## src/rtl/huff_pkg.sv

```systemverilog
// Shared definitions for the Huffman size/run lookup table: default geometry
// and the controller state encoding.
package huff_pkg;

   localparam int unsigned HUFF_DEPTH  = 53;
   localparam int unsigned HUFF_ADDR_W = 6;
   localparam int unsigned HUFF_SIZE_W = 4;
   localparam int unsigned HUFF_RUN_W  = 2;

   typedef enum logic [1:0] {
      ST_IDLE  = 2'd0,
      ST_LOAD  = 2'd1,
      ST_READY = 2'd2
   } huff_state_e;

   // True when an address falls inside a table of the given depth.
   function automatic logic addr_in_range(input int unsigned addr, input int unsigned depth);
      return addr < depth;
   endfunction

endpackage

```

## src/rtl/huff_lut_mem.sv

```systemverilog
// One-write, one-read synchronous RAM; the read register holds its value
// between enabled reads, so it doubles as the latched lookup result.
module huff_lut_mem #(
   parameter int unsigned DEPTH  = 53,
   parameter int unsigned ADDR_W = 6,
   parameter int unsigned DATA_W = 6
) (
   input  logic              i_clk,
   input  logic              i_reset,
   input  logic              i_we,
   input  logic [ADDR_W-1:0] i_waddr,
   input  logic [DATA_W-1:0] i_wdata,
   input  logic              i_re,
   input  logic [ADDR_W-1:0] i_raddr,
   output logic [DATA_W-1:0] o_rdata
);

   logic [DATA_W-1:0] r_mem [DEPTH];
   logic [DATA_W-1:0] r_rdata;

   // Table contents are never reset; they are rebuilt by a full load.
   always_ff @(posedge i_clk) begin
      if (i_we) begin
         r_mem[i_waddr] <= i_wdata;
      end
   end

   // Read sees the pre-write contents when both ports hit the same entry.
   always_ff @(posedge i_clk) begin
      if (i_reset) begin
         r_rdata <= '0;
      end else if (i_re) begin
         r_rdata <= r_mem[i_raddr];
      end
   end

   assign o_rdata = r_rdata;

endmodule

```

## src/rtl/huff_lut_ram.sv

```systemverilog
// Huffman coefficient-size / run-length lookup table with a streaming bulk
// loader, single-entry runtime updates and 1-cycle registered lookups.
module huff_lut_ram
   import huff_pkg::*;
#(
   parameter int unsigned DEPTH  = HUFF_DEPTH,
   parameter int unsigned ADDR_W = HUFF_ADDR_W,
   parameter int unsigned SIZE_W = HUFF_SIZE_W,
   parameter int unsigned RUN_W  = HUFF_RUN_W
) (
   input  logic              phi1,
   input  logic              reset,
   input  logic              init_start,
   input  logic              wr_valid,
   output logic              wr_ready,
   input  logic [SIZE_W-1:0] wr_size,
   input  logic [RUN_W-1:0]  wr_run,
   input  logic              upd_en,
   input  logic [ADDR_W-1:0] upd_addr,
   input  logic              rd_req,
   input  logic [ADDR_W-1:0] rd_addr,
   output logic              rd_valid,
   output logic              rd_err,
   output logic [SIZE_W-1:0] coeff_size,
   output logic [RUN_W-1:0]  run_length,
   output logic              init_done
);

   localparam int unsigned       DATA_W    = SIZE_W + RUN_W;
   localparam logic [ADDR_W-1:0] LAST_ADDR = ADDR_W'(DEPTH - 1);

   huff_state_e       r_state;
   logic [ADDR_W-1:0] r_wr_ptr;
   logic              r_wr_ready;
   logic              r_init_done;
   logic              r_rd_valid;
   logic              r_rd_err;

   logic              w_rd_ok;
   logic              w_load_we;
   logic              w_upd_we;
   logic              w_we;
   logic              w_re;
   logic [ADDR_W-1:0] w_waddr;
   logic [DATA_W-1:0] w_wdata;
   logic [DATA_W-1:0] w_rdata;

   // A lookup colliding with a reload start is rejected, even from READY.
   assign w_rd_ok   = rd_req && (r_state == ST_READY) && !init_start
                      && addr_in_range(32'(rd_addr), DEPTH);
   assign w_load_we = (r_state == ST_LOAD) && wr_valid && !init_start;
   assign w_upd_we  = upd_en && (r_state == ST_READY)
                      && addr_in_range(32'(upd_addr), DEPTH);
   assign w_we      = !reset && (w_load_we || w_upd_we);
   assign w_re      = !reset && w_rd_ok;
   assign w_waddr   = w_load_we ? r_wr_ptr : upd_addr;
   assign w_wdata   = {wr_size, wr_run};

   always_ff @(posedge phi1) begin
      if (reset) begin
         r_state     <= ST_IDLE;
         r_wr_ptr    <= '0;
         r_wr_ready  <= 1'b0;
         r_init_done <= 1'b0;
         r_rd_valid  <= 1'b0;
         r_rd_err    <= 1'b0;
      end else begin
         r_rd_valid <= rd_req;
         r_rd_err   <= rd_req && !w_rd_ok;
         if (init_start) begin
            r_state     <= ST_LOAD;
            r_wr_ptr    <= '0;
            r_wr_ready  <= 1'b1;
            r_init_done <= 1'b0;
         end else begin
            case (r_state)
               ST_LOAD: begin
                  // Pointer stops at the last entry; the load then closes.
                  if (wr_valid) begin
                     if (r_wr_ptr == LAST_ADDR) begin
                        r_state     <= ST_READY;
                        r_wr_ready  <= 1'b0;
                        r_init_done <= 1'b1;
                     end else begin
                        r_wr_ptr <= r_wr_ptr + ADDR_W'(1);
                     end
                  end
               end
               ST_READY: begin
                  r_state <= ST_READY;
               end
               default: begin
                  r_state <= ST_IDLE;
               end
            endcase
         end
      end
   end

   huff_lut_mem #(
      .DEPTH  (DEPTH),
      .ADDR_W (ADDR_W),
      .DATA_W (DATA_W)
   ) u_mem (
      .i_clk   (phi1),
      .i_reset (reset),
      .i_we    (w_we),
      .i_waddr (w_waddr),
      .i_wdata (w_wdata),
      .i_re    (w_re),
      .i_raddr (rd_addr),
      .o_rdata (w_rdata)
   );

   assign wr_ready   = r_wr_ready;
   assign init_done  = r_init_done;
   assign rd_valid   = r_rd_valid;
   assign rd_err     = r_rd_err;
   assign coeff_size = w_rdata[DATA_W-1:RUN_W];
   assign run_length = w_rdata[RUN_W-1:0];

endmodule
```

## config.mk

```make
export PLATFORM = sky130hd
export DESIGN_NAME = huff_lut_ram
export DESIGN_NICKNAME = d
export VERILOG_FILES = /design/src/rtl/huff_pkg.sv /design/src/rtl/huff_lut_mem.sv /design/src/rtl/huff_lut_ram.sv
export SDC_FILE = /design/constraint.sdc
export NUM_CORES = 1
export LEC_CHECK = 0
export CELL_PAD_IN_SITES_DETAIL_PLACEMENT = 1
export CELL_PAD_IN_SITES_GLOBAL_PLACEMENT = 1
export CORE_MARGIN = 3
export CORE_UTILIZATION = 35
export DETAILED_ROUTE_END_ITERATION = 7
export GPL_ROUTABILITY_DRIVEN = 0
export GPL_TIMING_DRIVEN = 0
export MAX_ROUTING_LAYER = met4
export PLACE_DENSITY_LB_ADDON = 0.15
export SETUP_SLACK_MARGIN = 0.1
export SYNTH_ARGS = -nofsm -noshare
export SYNTH_HDL_FRONTEND = slang
export SYNTH_HIERARCHICAL = 1
export SYNTH_SLANG_ARGS = --single-unit
```

## constraint.sdc

```tcl
create_clock -name phi1 -period 3.3 [get_ports phi1]
set_clock_uncertainty 0.1 [all_clocks]
set_input_delay 0.495 -clock phi1 [delete_from_list [all_inputs] [get_ports phi1]]
set_output_delay 0.495 -clock phi1 [all_outputs]
set_load 0.02 [all_outputs]
```

After elaboration in Yosys (flattened, before gate mapping)

Memories as Yosys holds them, arrays and structs flattened. A register that Yosys moved wholly into a read port is not among the register bits.
Index checks and enable logic that the tools add are counted.

Register bits after elaboration: 12
RAM bits: 318
Word-level logic and storage cells: 53
Memories: 1

Add/sub/neg operators: 1
Magnitude comparators: 2
Eq/ne operators: 7
Mux-type cells: 11
Bitwise operators: 1
Reduce and logical (&&, ||, !) cells: 23

Memories:

| name        | depth | width | read ports | clocked after Yosys merged registers in | write ports | line               | RTL |
|---|---|---|---|---|---|---|---|
| u_mem.r_mem | 53    | 6     | 1          | 1                                       | 1           | huff_lut_mem.sv:18 | `logic [DATA_W-1:0] r_mem [DEPTH];` |

Operator list:

| operator                                                                | number |
|---|---|
| 6-bit < comparator, second input constant                               | 2 |
| 1-bit logical AND                                                       | 10 |
| 3-bit AND reduction                                                     | 3 |
| 1-bit 2-to-1 mux                                                        | 7 |
| 6-bit by 1-bit adder with 6-bit output, second input constant           | 1 |
| 6-bit == test, second input constant                                    | 1 |
| 6-bit 2-to-1 mux                                                        | 1 |
| 2-bit nonzero test                                                      | 3 |
| 2-bit 2-to-1 mux                                                        | 2 |
| 2-bit case mux with 2 select lines                                      | 1 |
| 2-bit AND reduction                                                     | 2 |
| 1-bit zero test                                                         | 3 |
| 3-bit by 2-bit inequality test with 1-bit output, second input constant | 1 |
| 3-bit inequality test, second input constant                            | 1 |
| 2-bit by 1-bit == test with 1-bit output, second input constant         | 1 |
| 2-bit == test, second input constant                                    | 1 |
| 2-bit by 1-bit inequality test with 1-bit output, second input constant | 1 |
| 2-bit inequality test, second input constant                            | 1 |
| 2-bit OR reduction                                                      | 1 |
| 1-bit logical OR                                                        | 1 |
| 1-bit inverter                                                          | 1 |

Depth between registers and ports, before layout

Gate-level depths: netlist of run 1.

Depth after elaboration: 7
Mapped depth: 10
Gate-level depth less buffers: 8

Modules after synthesis

The synthesis of run 1 kept the hierarchy.

By module, submodules not included:

| module       | times used | cells each | area each (um2) | sequential area each (um2) |
|---|---|---|---|---|
| huff_lut_mem | 1          | 675        | 12876.1         | 9669.3 |
| huff_lut_ram | 1          | 87         | 726.9           | 240.2 |

Least setup slack after synthesis of run 1

No wires, ideal clock.

Path type: register -> register
Start: register r_state[1]
End: memory u_mem.r_mem[23][0], enable pin
Setup time: 0.350 ns
Arrival: 2.366 ns
Data required time: 2.850 ns
Setup slack: 0.484 ns
Cell stages (with the launch flop): 11
Clock period less this slack: 2.816 ns
Cell sequence: dfxtp_1 inv_1 ha_1 nand2_2 or2_1 buf_6 mux2_4 clkbuf_1 or3b_2 clkbuf_1 nor2_1

Elaborated cells between the ends (all ways): 11

RTL lines:

| element                                  | line               | RTL |
|---|---|---|
| from (decl)                              | huff_lut_ram.sv:32 | `huff_state_e r_state;` |
| from (signal assigned)                   | huff_lut_ram.sv:61 | `r_state <= ST_IDLE;` |
| from (signal assigned)                   | huff_lut_ram.sv:71 | `r_state <= ST_LOAD;` |
| from (signal assigned)                   | huff_lut_ram.sv:81 | `r_state <= ST_READY;` |
| 2-bit by 1-bit == test with 1-bit output | huff_lut_ram.sv:51 | `assign w_load_we = (r_state == ST_LOAD) && wr_valid && !init_start;` |
| 1-bit logical AND (2 in a row)           | huff_lut_ram.sv:51 |  |
| 6-bit 2-to-1 mux                         | huff_lut_ram.sv:56 | `assign w_waddr = w_load_we ? r_wr_ptr : upd_addr;` |
| net w_waddr[5]                           | huff_lut_ram.sv:44 | `logic [ADDR_W-1:0] w_waddr;` |
| to (decl)                                | huff_lut_mem.sv:18 |  |

The timed path passes the listed nets, and every way through them passes these cells.

Worst setup path after layout of run 1

Start: register r_state[1]
End: memory u_mem.r_mem[48][4], enable pin

Word-level cells in the longest chain between the ends: 7
Elaborated cells between the ends (all ways): 11

Ends and longest elaborated chain:

| element                                                                          | line                                   | RTL |
|---|---|---|
| 2-bit by 1-bit == test with 1-bit output / 2-bit == test (equally long branches) | huff_lut_ram.sv:51, huff_lut_ram.sv:52 |  |
| 1-bit logical AND (on tied branches)                                             | huff_lut_ram.sv:51, huff_lut_ram.sv:52 |  |
| 1-bit logical AND (on tied branches)                                             | huff_lut_ram.sv:51, huff_lut_ram.sv:53 |  |
| 1-bit logical OR *                                                               | huff_lut_ram.sv:54                     | `assign w_we = !reset && (w_load_we \|\| w_upd_we);` |
| 1-bit logical AND *                                                              | huff_lut_ram.sv:54                     |  |
| net w_we                                                                         | huff_lut_ram.sv:42                     | `logic w_we;` |
| 1-bit 2-to-1 mux *                                                               | huff_lut_mem.sv:23                     | `if (i_we) begin` |
| 1-bit 2-to-1 mux (implied by the code) *                                         | huff_lut_mem.sv:24                     | `r_mem[i_waddr] <= i_wdata;` |

Mark *: on every way through the listed nets, which the timed path passes. The rest lies on a longest branch.

==> results of run 1 <==
[report_power, final]
part | internal (mW) | total [mW] | switching (mW)
sequential | 4.67 | 4.67 | 0.00342
clock | 2.31 | 3.94 | 1.64
combinational | 0.199 | 0.569 | 0.370
total | 7.17 | 9.18 | 2.01
[metrics by stage]
step           setup slack [ps]  std cells  power [mW]  area [µm²]  hold slack [ps]
2_1_floorplan               484        762        5.02       13600              352
3_3_place_gp               -729       1306        5.28       14600              362
3_5_place_dp               -818       1312        5.30       14700              368
4_1_cts                    -244       1381        9.25       16100              124
5_1_grt                    27.1       1382        9.48       16300              130
6_report                    206       1382        9.18       16300              131
[registers in the layout (all words and copies together), names as in the netlist]
| name | flops |
|---|---|
| rd_err | 1 |
| wr_ready | 1 |
| r_wr_ptr | 6 |
| u_mem/o_rdata | 6 |
| init_done | 1 |
| rd_valid | 1 |
| r_state | 2 |
| u_mem/r_mem | 318 |
[path summary, 6_finish.rpt]
path | from | to | slack, ps
min | wr_run[0] | u_mem/r_mem[19][0]$_DFFE_PP_ | 130
min reg2reg | init_done$_SDFFE_PP0P_ | init_done$_SDFFE_PP0P_ | 400
max | r_state[1]$_SDFFE_PP0P_ | u_mem/r_mem[48][4]$_DFFE_PP_ | 210
max reg2reg | r_state[1]$_SDFFE_PP0P_ | u_mem/r_mem[48][4]$_DFFE_PP_ | 210
[cell usage in the layout (no fill, tap or decap), types with 10 or more instances in the layout]
master	n
nor2_4	43
nand2_1	44
buf_2	17
mux2_2	19
o21ai_0	13
nor2b_1	10
dfxtp_1	18
buf_4	17
edfxtp_1	318
inv_1	11
clkdlybuf4s50_1	27
clkbuf_1	18
clkbuf_16	39
nor2_1	23
mux2i_1	23
mux4_2	66
[final cells by class]
cell class | instances | area, µm²
clock inverter | 17 | 134
multi-input combinational | 375 | 3870
tap | 511 | 639
fill | 3717 | 21700
timing repair buffer | 49 | 495
inverter | 12 | 45.0
sequential | 336 | 9910
clock buffer | 47 | 1010
buffer | 35 | 198
[worst max-delay path, stage by stage (launching register included)]
cell and delay, ps:
dfxtp_1 320, inv_1 70, ha_1 240, nand2_2 110, or2_1 230, buf_6 140
o22ai_2 430, nor2b_4 380, nand2_2 380, nor2_4 370
[repair_timing]
item	in CTS	in global routing
setup endpoints to repair	283	308
setup buffers	7	3
gates resized for setup	71	50
pin swaps	3	2
[routing by layer]
| metal | vias up | GRT usage [%] | wire length (µm) |
|---|---|---|---|
| met5 | - | - | 0 |
| li1 | 3228 | - | - |
| met1 | 4182 | 28.3 | 18400 |
| met4 | 0 | 5.65 | 871 |
| met2 | 271 | 31.4 | 19300 |
| met3 | 55 | 3.13 | 1920 |
[logic make-up (layout without fill, tap and decap cells)]
| logic type | Yosys count | after routing | share of synthesized area (%) |
|---|---|---|---|
| DFF | 336 | 336 | 72.8 |
| AOI/OAI and AO/OA | 75 | 75 | 3.89 |
| buffers and inverters | 51 | 160 | 1.86 |
| muxes | 112 | 112 | 14.6 |
| and+or+nand+nor | 184 | 184 | 6.40 |
| adders and majority gates | 4 | 4 | 0.368 |
==> impl_metrics.toml, run 1 <==
[outcome]
status = "finished clean"

[global_routing]
grt_antenna_before_repair = 0
grt_max_degree = 54
grt_pass1_wl_mm = 58.1
grt_overflow_total = 0
first_global_vias = 7921
track_usage_pct = 20.3

[synthesis]
async_flop_share_pct = 0
yosysSeqAreaShare_pct = 72.8
syn_inst = 762
yosys.area.top_type_share_pct = 70.2
syn-cell-area_mm2 = 0.0136
ys_ff_latch = 336
synth_enable_flop_cells = 318
synth_top_area_cell = "edfxtp_1"
synth_nets = 790
ys_top_cells_by_count = "318 x edfxtp_1, 69 x nor2_1, 66 x mux4_2"
syn_area_per_cell_um2 = 17.9
synthTopCellsByArea = "edfxtp_1 70%, mux4_2 11%, dfxtp_1 2.6%"
ys_types = 60
synthFlopType = "edfxtp_1"
post-synth-top-count-cell = "edfxtp_1"
yosysWarnings = 6

[detailed_routing]
drt-vias-per-instance = 5.60
dr.pass1.iters = 5
drc = 0
wl_mm = 40.5
wire_per_inst_um = 29.3
via_count = 7736
drtIter0Drc = 664
ant_nets = 0

[cts]
clock_latency_ps = 530
tritoncts = "yes"
cts_buffer_depth = 3
root_buffer = "clkbuf_16"
cts_hold_buf = 0
cts_inserted_buffers = 37
clkSlewWorstSetupHoldPaths_ps = 60
cts_max_level = 2
clock_sinks = 336

[floorplanning]
start_util_pct = 35.8
die_x_um = 203
boundaryPins = 34
rows = 71
die_h_um = 203
core_area_mm2 = 0.0380
die_area_mm2 = 0.0413

[sta]
slew_headroom_pct = 32.0
rsz0062_at_grt = "yes"
max_freq_ghz = 0.323
period_share_pct = 93.8
slew_violations = 0
tns_ps = 0
hold_viol_final = 0
finalCriticalPeriod_ps = 3090
worst_slew_pin_slew_ps = 1010
setup_violations = 0

[worst_hold_path]
hold_path_depth = 1
hold_class = "input pin to flip-flop"

[critical_path]
worstRegToRegCells = 9
end_kind = "flip-flop"
worstPathArrival_ps = 3200
crit_fanout = 7
crit_type = "flip-flop to flip-flop"
required_ps = 3410
critical_path.startpoint_type = "flip-flop"

[power_and_ir_drop]
p_leak_nw = 5.08
peakVddDrop_mv = 0.384
p_per_area_mw_per_mm2 = 563

[run]
cap_violations = 0

[layout]
area_delta_synth_final_pct = 19.8
final_nets = 874
fin_util_pct = 42.9
num_antenna_cells = 0
drive_above_1_share_pct = 28.8

[placement]
io_buffers = 33
dp_hpwl_mm = 26.3
(Power assumes the default switching activity.)
==> inputs of run 2 (changes only) <==
ABC_AREA = 1   (was not set)
CORE_UTILIZATION = 45   (was 35)
clock period = 2.64 ns   (was 3.3 ns; I/O delays follow)
==> run 2 against run 1 <==
  * Count of clock-buffer cells in the layout grew 7
  * Synthesized area grew 7.6%
  * Fmax grew 21%
  * Flip-flop and latch count is the same
  * Sequential power grew 25%
  * Global-route usage grew 9.5 points
  * Utilization grew 14 points
  * Hold slack lost 100 ps
  * First-iteration DRC count grew 84%
  * Cell area grew 11%
  * Critical path type unchanged
  * Critical endpoint is now u_mem/r_mem[31][4]$_DFFE_PP_
  * Largest cell class unchanged
==> impl_metrics.toml, run 2 <==
[synthesis]
ys_top_cells_by_count = "461 x nand2_1, 318 x edfxtp_1, 225 x nand3_1"
yosys.area.top_type_share_pct = 65.3
async_flop_share_pct = 0
yosysSeqAreaShare_pct = 67.7
synthFlopType = "edfxtp_1"
synth_enable_flop_cells = 318
ys_types = 31
post-synth-top-count-cell = "nand2_1"
synth_nets = 1441
yosysWarnings = 6
synth_top_area_cell = "edfxtp_1"
syn_inst = 1413
syn_area_per_cell_um2 = 10.4
synthTopCellsByArea = "edfxtp_1 65%, nand2_1 12%, nand3_1 7.7%"
syn-cell-area_mm2 = 0.0146
ys_ff_latch = 336

[critical_path]
end_kind = "flip-flop"
required_ps = 2730
r2r_slack_ps = 80
crit_type = "flip-flop to flip-flop"
crit_fanout = 8
worstRegToRegCells = 10
r2r_end = "u_mem/r_mem[31][4]$_DFFE_PP_"
worstPathArrival_ps = 2650
crit-reg2reg-launch = "r_state[1]$_SDFFE_PP0P_"
critical_path.startpoint_type = "flip-flop"

[detailed_routing]
wl_mm = 52.7
drc = 0
wire_per_inst_um = 26.1
dr.pass1.iters = 5
drt-vias-per-instance = 5.71
drtIter0Drc = 1223
ant_nets = 0
via_count = 11500

[floorplanning]
start_util_pct = 46.0
core_area_mm2 = 0.0318
boundaryPins = 34
die_area_mm2 = 0.0347
die_h_um = 186
die_x_um = 186
rows = 65

[global_routing]
grt_overflow_total = 0
grt_pass1_wl_mm = 74.2
first_global_vias = 11600
track_usage_pct = 29.8
grt_max_degree = 51
grt_antenna_before_repair = 0

[outcome]
status = "finished clean"

[layout]
fin_util_pct = 56.6
final_nets = 1583
fill_cells = 3370
area_delta_synth_final_pct = 23.1
final_cell_mix = "457 x nand2_1, 318 x edfxtp_1, 219 x nand3_1"
num_antenna_cells = 0
top_register = "u_mem/r_mem"
drive_above_1_share_pct = 17.2
largest_reg_flops = 318
final_area_mm2 = 0.0180
final_common_cell = "nand2_1"

[power_and_ir_drop]
p_per_area_mw_per_mm2 = 660
pwr-share-comb_pct = 8.6
power.share.clock_pct = 42.2
power_frac_seq_pct = 49.1
p_leak_nw = 7.02
peakVddDrop_mv = 0.622
p_int_mw = 9.05
p_switching_mw = 2.84
sw_frac_of_total_pct = 23.9
p_total_mw = 11.9

[cts]
cts_buffer_depth = 3
clock_latency_ps = 540
clkSlewWorstSetupHoldPaths_ps = 60
clock_sinks = 336
cts_max_level = 2
cts_hold_buf = 0
cts_inserted_buffers = 38
tritoncts = "yes"
root_buffer = "clkbuf_16"

[worst_hold_path]
timing.hold.worst_endpoint = "u_mem/r_mem[0][0]$_DFFE_PP_"
hold_class = "input pin to flip-flop"
hp-start = "wr_run[0]"
hold_path_depth = 1

[sta]
setup_violations = 0
rsz0062_at_grt = "yes"
slew_violations = 0
hold_slack_ps = 30.9
period_share_pct = 97.1
max_freq_ghz = 0.390
tns_ps = 0
worst_slew_pin_slew_ps = 895
hold_viol_final = 0
finalCriticalPeriod_ps = 2560
slew_headroom_pct = 40.3

[run]
cap_violations = 0

[placement]
dp_hpwl_mm = 33.3
io_buffers = 33
place_area_mm2 = 0.0157
run 2: area by class of cell:
class	count	area [µm²]	area share [%]
flip-flops and latches	336	9910	55.0
multi-input cells	865	4340	24.1
clock buffers	54	1100	6.13
repair buffers	102	988	5.49
inverters	141	551	3.06
well taps	435	544	3.02
plain buffers	71	509	2.83
clock inverters	14	63.8	0.354
run 2: kinds of logic after synthesis:
family	after synthesis	synth area share [%]
AOI/OAI and AO/OA	48	1.77
xor gates and xnor gates	1	0.0599
adders and majority gates	4	0.342
buffers and inverters	212	6.80
DFF	336	67.7
and+or+nand+nor	812	23.3
run 2: routing by layer:
layer  part of all wire [%]  wire length [µm]  up-vias  global-route usage [%]
met4                    4.7              2500        0                    12.1
met5                      0                 0        -                       -
met3                    8.6              4530      129                    5.34
li1                       -                 -     5020                       -
met2                     48             25400      561                    47.2
met1                     38             20300     5820                    38.3
run 2: power groups by stage:
stage                     logic [mW]  registers, mW  clock network (mW)
after floorplan                0.421           5.96                   0
after global placement         0.819           5.96                   0
after detailed placement       0.859           5.95                   0
after CTS                      0.912           5.84                5.05
after global routing            1.09           5.84                5.32
final                           1.03           5.84                5.02
run 2: through the flow:
stage          setup WS, ps  std cells
3_3_place_gp          -1250       1881
2_1_floorplan          2.09       1413
4_1_cts               -74.7       1985
3_5_place_dp          -1360       1887
5_1_grt               -15.9       2018
6_report               77.6       2018
run 2: worst max-delay path, cell delays in order (launching register included):
cell	delay (ps)
dfxtp_2	330
inv_2	70
ha_4	160
nand2_4	70
inv_8	80
nand2_8	70
nand2_1	140
o21ai_4	120
inv_1	310
nand3_4	340
nor2_2	430
run 2: how the worst max path moves through the flow:
| stage | startpoint | end | cells past startpoint |
|---|---|---|---|
| after floorplan | r_state[1]$_SDFFE_PP0P_ | u_mem/r_mem[36][0]$_DFFE_PP_ | 10 |
| after global placement | wr_valid | u_mem/r_mem[18][2]$_DFFE_PP_ | 9 |
| after detailed placement | wr_valid | u_mem/r_mem[43][4]$_DFFE_PP_ | 9 |
| after CTS | r_state[1]$_SDFFE_PP0P_ | u_mem/r_mem[6][0]$_DFFE_PP_ | 11 |
| after global routing | r_state[1]$_SDFFE_PP0P_ | u_mem/r_mem[36][5]$_DFFE_PP_ | 12 |
| final | r_state[1]$_SDFFE_PP0P_ | u_mem/r_mem[31][4]$_DFFE_PP_ | 10 |
run 2: repair_timing:
item / CTS / global route
buffers inserted: 30 / 32
gates cloned: 0 / 1
pin swaps: 17 / 15
setup endpoints to repair: 318 / 324
hold endpoints to repair: 0 / 0
resized for setup: 97 / 60
